`src/rtl/uint2float_pkg.sv`:
```
// Shared constants and the stage-2 register layout for the unsigned-to-float converter.
package uint2float_pkg;

    localparam int unsigned FP_EXP_W = 8;
    localparam int unsigned FP_MAN_W = 23;
    localparam int unsigned FP_BIAS  = 127;
    localparam int unsigned UINT_W   = 32;

    typedef struct packed {
        logic                zero;
        logic [FP_EXP_W-1:0] exp;
        logic [UINT_W-1:0]   m;
    } s2_t;

endpackage

```
`src/rtl/uint2float_clz.sv`:
```
// Combinational 32-bit leading-zero counter: halving tree yielding a 5-bit count and an all-zero flag.
module uint2float_clz
    import uint2float_pkg::*;
(
    input  logic [UINT_W-1:0] a,
    output logic [4:0]        cnt,
    output logic              all_zero
);

    logic [UINT_W-1:0] v;

    // Each level tests the upper half of what is left and shifts it out when it is empty.
    always_comb begin
        v   = a;
        cnt = '0;
        if (v[31:16] == '0) begin
            cnt[4] = 1'b1;
            v      = v << 16;
        end
        if (v[31:24] == '0) begin
            cnt[3] = 1'b1;
            v      = v << 8;
        end
        if (v[31:28] == '0) begin
            cnt[2] = 1'b1;
            v      = v << 4;
        end
        if (v[31:30] == '0) begin
            cnt[1] = 1'b1;
            v      = v << 2;
        end
        if (v[31] == 1'b0) begin
            cnt[0] = 1'b1;
        end
        all_zero = (a == '0);
    end

endmodule

```
`src/rtl/uint2float_unit.sv`:
```
// Versat unit: 32-bit unsigned integer to IEEE-754 single, 3-stage pipeline (capture, normalize, pack).
// Define UINT2FLOAT_RNE_EN for round-to-nearest-even; otherwise the mantissa is truncated.
module uint2float_unit
    import uint2float_pkg::*;
#(
    parameter int unsigned DATA_W = 32
) (
    input  logic              clk,
    input  logic              rst_n,
    input  logic              running,
    input  logic              run,
    input  logic [DATA_W-1:0] in0,
    (* versat_latency = 3 *)
    output logic [DATA_W-1:0] out0
);

    if (DATA_W != 32) begin : g_bad_width
        $error("uint2float_unit supports only DATA_W = 32");
    end

    // Exponent of a value whose MSB sits at bit 31, before subtracting leading zeros.
    localparam logic [FP_EXP_W-1:0] EXP_TOP = FP_EXP_W'(FP_BIAS + UINT_W - 1);

    logic [DATA_W-1:0] s1_q;
    s2_t               s2_d, s2_q;
    logic [DATA_W-1:0] out_d;

    logic [4:0] lz;
    logic       lz_zero;

    uint2float_clz u_clz (
        .a        (s1_q),
        .cnt      (lz),
        .all_zero (lz_zero)
    );

    always_comb begin
        s2_d      = '0;
        s2_d.zero = lz_zero;
        s2_d.m    = s1_q << lz;
        s2_d.exp  = EXP_TOP - {3'b000, lz};
    end

    logic [FP_EXP_W-1:0] exp_r;
    logic [FP_MAN_W-1:0] man_r;

`ifdef UINT2FLOAT_RNE_EN
    logic            guard, sticky, inc;
    logic [FP_MAN_W:0] man_sum;

    always_comb begin
        guard   = s2_q.m[7];
        sticky  = |s2_q.m[6:0];
        inc     = guard & (sticky | s2_q.m[8]);
        man_sum = {1'b0, s2_q.m[30:8]} + {{FP_MAN_W{1'b0}}, inc};
        // A carry out leaves the mantissa all-zero and bumps the exponent; max exp stays 159.
        man_r   = man_sum[FP_MAN_W-1:0];
        exp_r   = s2_q.exp + {{(FP_EXP_W-1){1'b0}}, man_sum[FP_MAN_W]};
    end
`else
    always_comb begin
        man_r = s2_q.m[30:8];
        exp_r = s2_q.exp;
    end
`endif

    always_comb begin
        out_d = '0;
        if (!s2_q.zero) begin
            out_d = {1'b0, exp_r, man_r};
        end
    end

    logic unused_bits;
    assign unused_bits = ^{s2_q.m[31], s2_q.m[7:0]};

    always_ff @(posedge clk or negedge rst_n) begin
        if (!rst_n) begin
            s1_q <= '0;
            s2_q <= '0;
            out0 <= '0;
        end else if (run) begin
            s1_q <= '0;
            s2_q <= '0;
            out0 <= '0;
        end else if (running) begin
            s1_q <= in0;
            s2_q <= s2_d;
            out0 <= out_d;
        end
    end

endmodule

```
`config.mk`:
```
export PLATFORM = sky130hd
export DESIGN_NAME = uint2float_unit
export DESIGN_NICKNAME = d
export VERILOG_FILES = /design/src/rtl/uint2float_pkg.sv /design/src/rtl/uint2float_clz.sv /design/src/rtl/uint2float_unit.sv
export SDC_FILE = /design/constraint.sdc
export NUM_CORES = 1
export LEC_CHECK = 0
export ABC_AREA = 1
export CORE_MARGIN = 2
export CORE_UTILIZATION = 50
export CTS_BUF_LIST = sky130_fd_sc_hd__clkbuf_16
export CTS_CLUSTER_DIAMETER = 200
export CTS_CLUSTER_SIZE = 40
export DETAILED_ROUTE_END_ITERATION = 8
export PLACE_DENSITY_LB_ADDON = 0.1
export SYNTH_ARGS = -nofsm -noshare
export SYNTH_HDL_FRONTEND = slang
export SYNTH_SLANG_ARGS = --single-unit
```
`constraint.sdc`:
```
create_clock -name clk -period 6.46 [get_ports clk]
set_clock_uncertainty 0.2 [all_clocks]
set_input_delay 1.292 -clock clk [delete_from_list [all_inputs] [get_ports clk]]
set_output_delay 1.292 -clock clk [all_outputs]
set_load 0.01 [all_outputs]
```
======== Yosys cells after proc, flatten, opt, wreduce, memory -nomap -nowiden ========
Index checks and enable logic that the tools add are counted.
word-level totals
  input bits .............................. 36
  register bits after elaboration ......... 104
cells by class
  muxes and demuxes ....................... 16
  shift-type cells ........................ 1
  reductions and logical operators ........ 6
  add/subtract/negate cells ............... 1
operators with widths
  cell                                                               count
  32-bit two-way mux                                                 8
  41-bit two-way mux                                                 2
  32-bit zero test                                                   1
  32-bit by 5-bit << shifter with 32-bit output                      1
  31-bit two-way mux                                                 1
  16-bit zero test                                                   1
  8-bit zero test                                                    1
  8-bit by 5-bit subtractor with 8-bit output, first input constant  1
  1-bit two-way mux                                                  5
  4-bit zero test                                                    1
  2-bit zero test                                                    1
  2-bit nonzero test                                                 1

======== Logic depth before layout (Yosys ltp) ========
  depth after elaboration ................. 12
  depth in mapped cells ................... 25
  mapped depth without buffers ............ 25

======== By module ========
A second synthesis with hierarchy kept.
second synthesis, totals
  cell total of the unflattened synthesis .. 716
  area, all modules ....................... 5581.6 µm²
modules (own cells, without submodules)
  module           cells each  area each (µm²)  times used  seq. area each (µm²)
  uint2float_unit  607         5002.3           1           2377.3
  uint2float_clz   109         579.3            1           0.0

======== Worst setup path before layout ========
No wires, ideal clock.
  path kind ............................... in2reg
  from .................................... input port run
  to ...................................... register s2_q, in the netlist man_r[22]
  path slack .............................. 3.549 ns
  data required time ...................... 6.191 ns
  cell stages on the path ................. 7
  arrival time ............................ 2.642 ns
  setup time .............................. 0.069 ns
  cells stage by stage .................... nor2_1 nor2_1 inv_1 nor2_1 clkbuf_1 nand3_1 nand3_1
between the ends
  cells in the longest elaborated chain, start to end .. 1
  elaborated cells on any way between the ends .. 2
  those cells by class .................... mux: 1; reduce/logical: 1
ends and longest elaborated chain
  item                                                      RTL line               RTL
  start: declaration                                        uint2float_unit.sv:11  input logic run,
  41-bit two-way mux or 2-bit nonzero test (tied branches)  n/a
  end signal: assignment                                    uint2float_unit.sv:80  s2_q <= '0;
  end signal: assignment                                    uint2float_unit.sv:84  s2_q <= '0;
  end signal: assignment                                    uint2float_unit.sv:88  s2_q <= s2_d;
  end: declaration                                          uint2float_unit.sv:25  s2_t s2_d, s2_q;
Several ways; a longest one is shown, not always the timed one.
A chain may end at the register's enable or synchronous reset.

======== Worst setup path in the final report ========
  from .................................... register s1_q[17]
  to ...................................... register s2_q, in the netlist man_r[7]
between the ends
  cells in the longest elaborated chain, start to end .. 12
  elaborated cells on any way between the ends .. 16
  those cells by class .................... shift: 1; mux: 11; reduce/logical: 4
ends and longest elaborated chain
  item                                               RTL line               RTL
  start: declaration                                 uint2float_unit.sv:24  logic [DATA_W-1:0] s1_q;
  start signal: assignment                           uint2float_unit.sv:87  s1_q <= in0;
  16-bit zero test                                   uint2float_clz.sv:16   if (v[31:16] == '0) begin
  32-bit two-way mux                                 uint2float_clz.sv:16
  8-bit zero test                                    uint2float_clz.sv:20   if (v[31:24] == '0) begin
  32-bit two-way mux                                 uint2float_clz.sv:20
  4-bit zero test                                    uint2float_clz.sv:24   if (v[31:28] == '0) begin
  32-bit two-way mux                                 uint2float_clz.sv:24
  2-bit zero test                                    uint2float_clz.sv:28   if (v[31:30] == '0) begin
  32-bit two-way mux                                 uint2float_clz.sv:28
  1-bit two-way mux                                  uint2float_clz.sv:32   if (v[31] == 1'b0) begin
  32-bit by 5-bit << shifter with 32-bit output (*)  uint2float_unit.sv:40  s2_d.m = s1_q << lz;
  41-bit two-way mux (*)                             uint2float_unit.sv:86  end else if (running) begin
  41-bit two-way mux (*)                             uint2float_unit.sv:82  end else if (run) begin
Every way passes the cells marked *; elsewhere a longest branch is shown, timed or not. The select of a mux whose other input is x is not followed.

==> run_results.csv <==
group,metric,value,unit
detailed_routing,dr.pass1.iters,5,
cells_and_area,final_util,60.1,%
timing,tightestPinTransition,0.932,ns
global_routing,grt_max_degree,56,
place,dpl_cell_area,0.00628,sq mm
clock_tree,cts_buffers,9,
timing,max_freq,0.240,GHz
global_routing,busiest_layer,"met2",
cells_and_area,areaGrowthSynthToFinish,16.8,%
cells_and_area,nets,849,
cells_and_area,drive_above_1_share,6.86,%
detailed_routing,vias,5388,
critical_path,worstSetupStartpoint,"s1_q[17]",
clock_tree,tritoncts,"built",
die,die_w,110,microns
timing,relSlewSlack,37.7,%
die,die_h,110,microns
global_routing,gr-total-overflow,0,
detailed_routing,wl,16.2,mm
logic_synthesis,seq_area_frac_synth,42.5,%
detailed_routing,vias_per_cell,5.64,
logic_synthesis,synth_cell_type_count,36,
critical_path,r2r_setup_slack,2.30,ns
die,rows,38,
timing,min_period,4.16,ns
timing,rsz0062_at_grt,"no",
detailed_routing,final_antenna_net_count,0,
timing,hold_viol_final,0,
cells_and_area,layout_common_cells,"nand2_1 (252), nand3_1 (157), dfrtp_1 (95)",
detailed_routing,post_drt_wl_per_cell,17.0,microns
power_and_ir_drop,p_leak,0.00317,uW
cells_and_area,fin_area,0.00654,sq mm
die,initial_utilization,51.4,%
logic_synthesis,yosys_warnings,0,
global_routing,antenna_found_initial,0,
critical_path,endpoint_kind,"flop",
global_routing,use_met3,5.04,%
critical_path,critPathBufInv,2,
global_routing,grt_usage,28.6,%
detailed_routing,drc,0,
clock_tree,ctsRootBufferMaster,"clkbuf_16",
critical_path,critical_path_class,"flop to flop",
global_routing,grt_util_met2,44.8,%
detailed_routing,drt_iter0_markers,684,
hold_path,hold_depth,2,
place,dpl.hpwl,11.7,mm
global_routing,grt_pass1_wl,26.1,mm
clock_tree,clkSlewWorstSetupHoldPaths,0.07,ns
logic_synthesis,synth_cells,771,
critical_path,cp.required,6.48,ns
logic_synthesis,netlist_area,0.00560,sq mm
global_routing,use_met1,40.0,%
cells_and_area,n_antenna_cell,0,
timing,fin_tns_setup,0,ns
critical_path,r2r_cells,20,
timing,setup_slack,2.30,ns
critical_path,critical_path.max_stage_delay,0.65,ns
logic_synthesis,synth_fp_nets,807,
critical_path,cp_top_family,"simple AND/OR/NAND/NOR gates",
clock_tree,clockBufferDepth,2,
clock_tree,insertion_delay,0.35,ns
die,dieArea,0.0121,sq mm
power_and_ir_drop,power_density,293,mW/mm^2
global_routing,grt_pass1_vias,4987,
clock_tree,post_cts_buffers,0,
critical_path,slowest_stage,"inv_1",
critical_path,worst_path_most_repeated_cell,"nand2_1",
place,place.gp.congestion,0.934,
timing,timing.final.crit_share,64.5,%
run,drv_cap,0,
clock_tree,htreeDepth,3,
die,coreArea,0.0109,sq mm
clock_tree,holdBufCountCts,0,
cells_and_area,final_common_cell,"nand2_1",
critical_path,r2r_end,"man_r[7]",
logic_synthesis,synth_seq_cells,95,
run_status,status,"finished clean",
place,portBuffers,66,
clock_tree,cts_sinks,95,
critical_path,cp_max_fo,30,
critical_path,startpoint_type,"flop",
timing,drv_slew,0,
critical_path,crit_chain,"nor2_1 -> nand2_1 -> nor2_8 -> nand2_4 -> nand2_1 -> nand2_1 -> nand2_1 -> nor2_4 -> nand2_4 -> o21ai_0 -> nand3_2 -> nand2_1 -> nor2_2 -> buf_4 -> inv_1 -> nand3_1 -> nand3_1 -> nand3_1 -> nand3_1 -> o21ai_1",
critical_path,crit-reg2reg-launch,"s1_q[17]",
die,ios,68,
critical_path,cp.depth,20,
critical_path,arrival,4.18,ns
place,pre_cts_ws,2.37,ns
power_and_ir_drop,irDropWorstVdd,139,uV
timing,setup-violations-final,0,
logic_synthesis,avgSynthCellArea,7.26,sq um
critical_path,crit_end,"man_r[7]",
hold_path,hold_path_class,"flop to flop",
clock_tree,cts.repair.resized,0,
[worst register-to-register path: cells and delay by family, from the launching register on]
kind            cells  cell delay, ns
buf+inv             2            0.89
compound gates      2            0.35
simple gates       16            2.19
flops               1            0.40
[logic make-up (layout without fill, tap and decap cells)]
group | after synthesis | after routing | synth area share (%)
and+or+nand+nor | 456 | 456 | 36.8
AOI/OAI and AO/OA | 112 | 112 | 12.3
buffers and inverters | 106 | 151 | 8.18
DFF | 95 | 95 | 42.5
other | 1 | 1 | 0.0670
xor gates and xnor gates | 1 | 1 | 0.156
[registers in the layout, indices dropped and copies added (netlist names)]
register / flops
s2_q: 1
exp_r: 8
out0: 31
man_r: 23
s1_q: 32
[report_power, final]
part           switching, uW  total [uW]  internal, uW
logic                    457         700           243
clock network            232         490           258
registers               46.8         725           678
[through the flow]
stage	hold WS, ns	power, uW	std cells
floorplan	0.250	1210	771
finish	0.282	1910	956
global placement	0.265	1420	942
detailed placement	0.267	1420	942
global route	0.312	2040	956
CTS	0.285	1920	956
[how the worst min path moves through the flow]
stage	startpoint	to	slack, ns
global route	out0[11]	out0[11]	0.31
finish	man_r[10]	man_r[10]	0.28
floorplan	man_r[12]	man_r[12]	0.25
global placement	man_r[9]	man_r[9]	0.27
CTS	man_r[10]	man_r[10]	0.29
detailed placement	man_r[10]	man_r[10]	0.27
[Yosys cell counts, drive strengths merged]
library cell,instances,area share (%)
buf,22,2.5
a22oi,1,0.13
nand3,160,15
o21a,1,0.13
nor2,22,2.6
nor4,3,0.34
nand4,4,0.45
clkinv,1,0.067
o211ai,1,0.13
xor2,1,0.16
clkbuf,20,1.3
a32o,16,2.9
o21ai,81,7.4
conb,1,0.067
dfrtp,95,42
o22ai,5,0.56
inv,63,4.2
nor3,1,0.089
a21oi,4,0.63
nand2,266,19
o31ai,1,0.13
o221ai,2,0.31
[routing by layer]
| metal | vias to the layer above | share of wire, % |
|---|---|---|
| met3 | 34 | 4.9 |
| met1 | 2530 | 46 |
| met4 | 0 | 2.7 |
| met2 | 179 | 46 |
| li1 | 2645 | - |
| met5 | - | 0 |
[cell type report]
type                            instances  area [sq um]
Multi-Input combinational cell        570          2780
Inverter                               64           240
Tap cell                              140           175
Fill cell                            1044          4350
Clock buffer                            9           225
Clock inverter                          5          35.0
Sequential cell                        95          2380
Timing Repair Buffer                   73           711
Power figures use the tool's default switching activity.
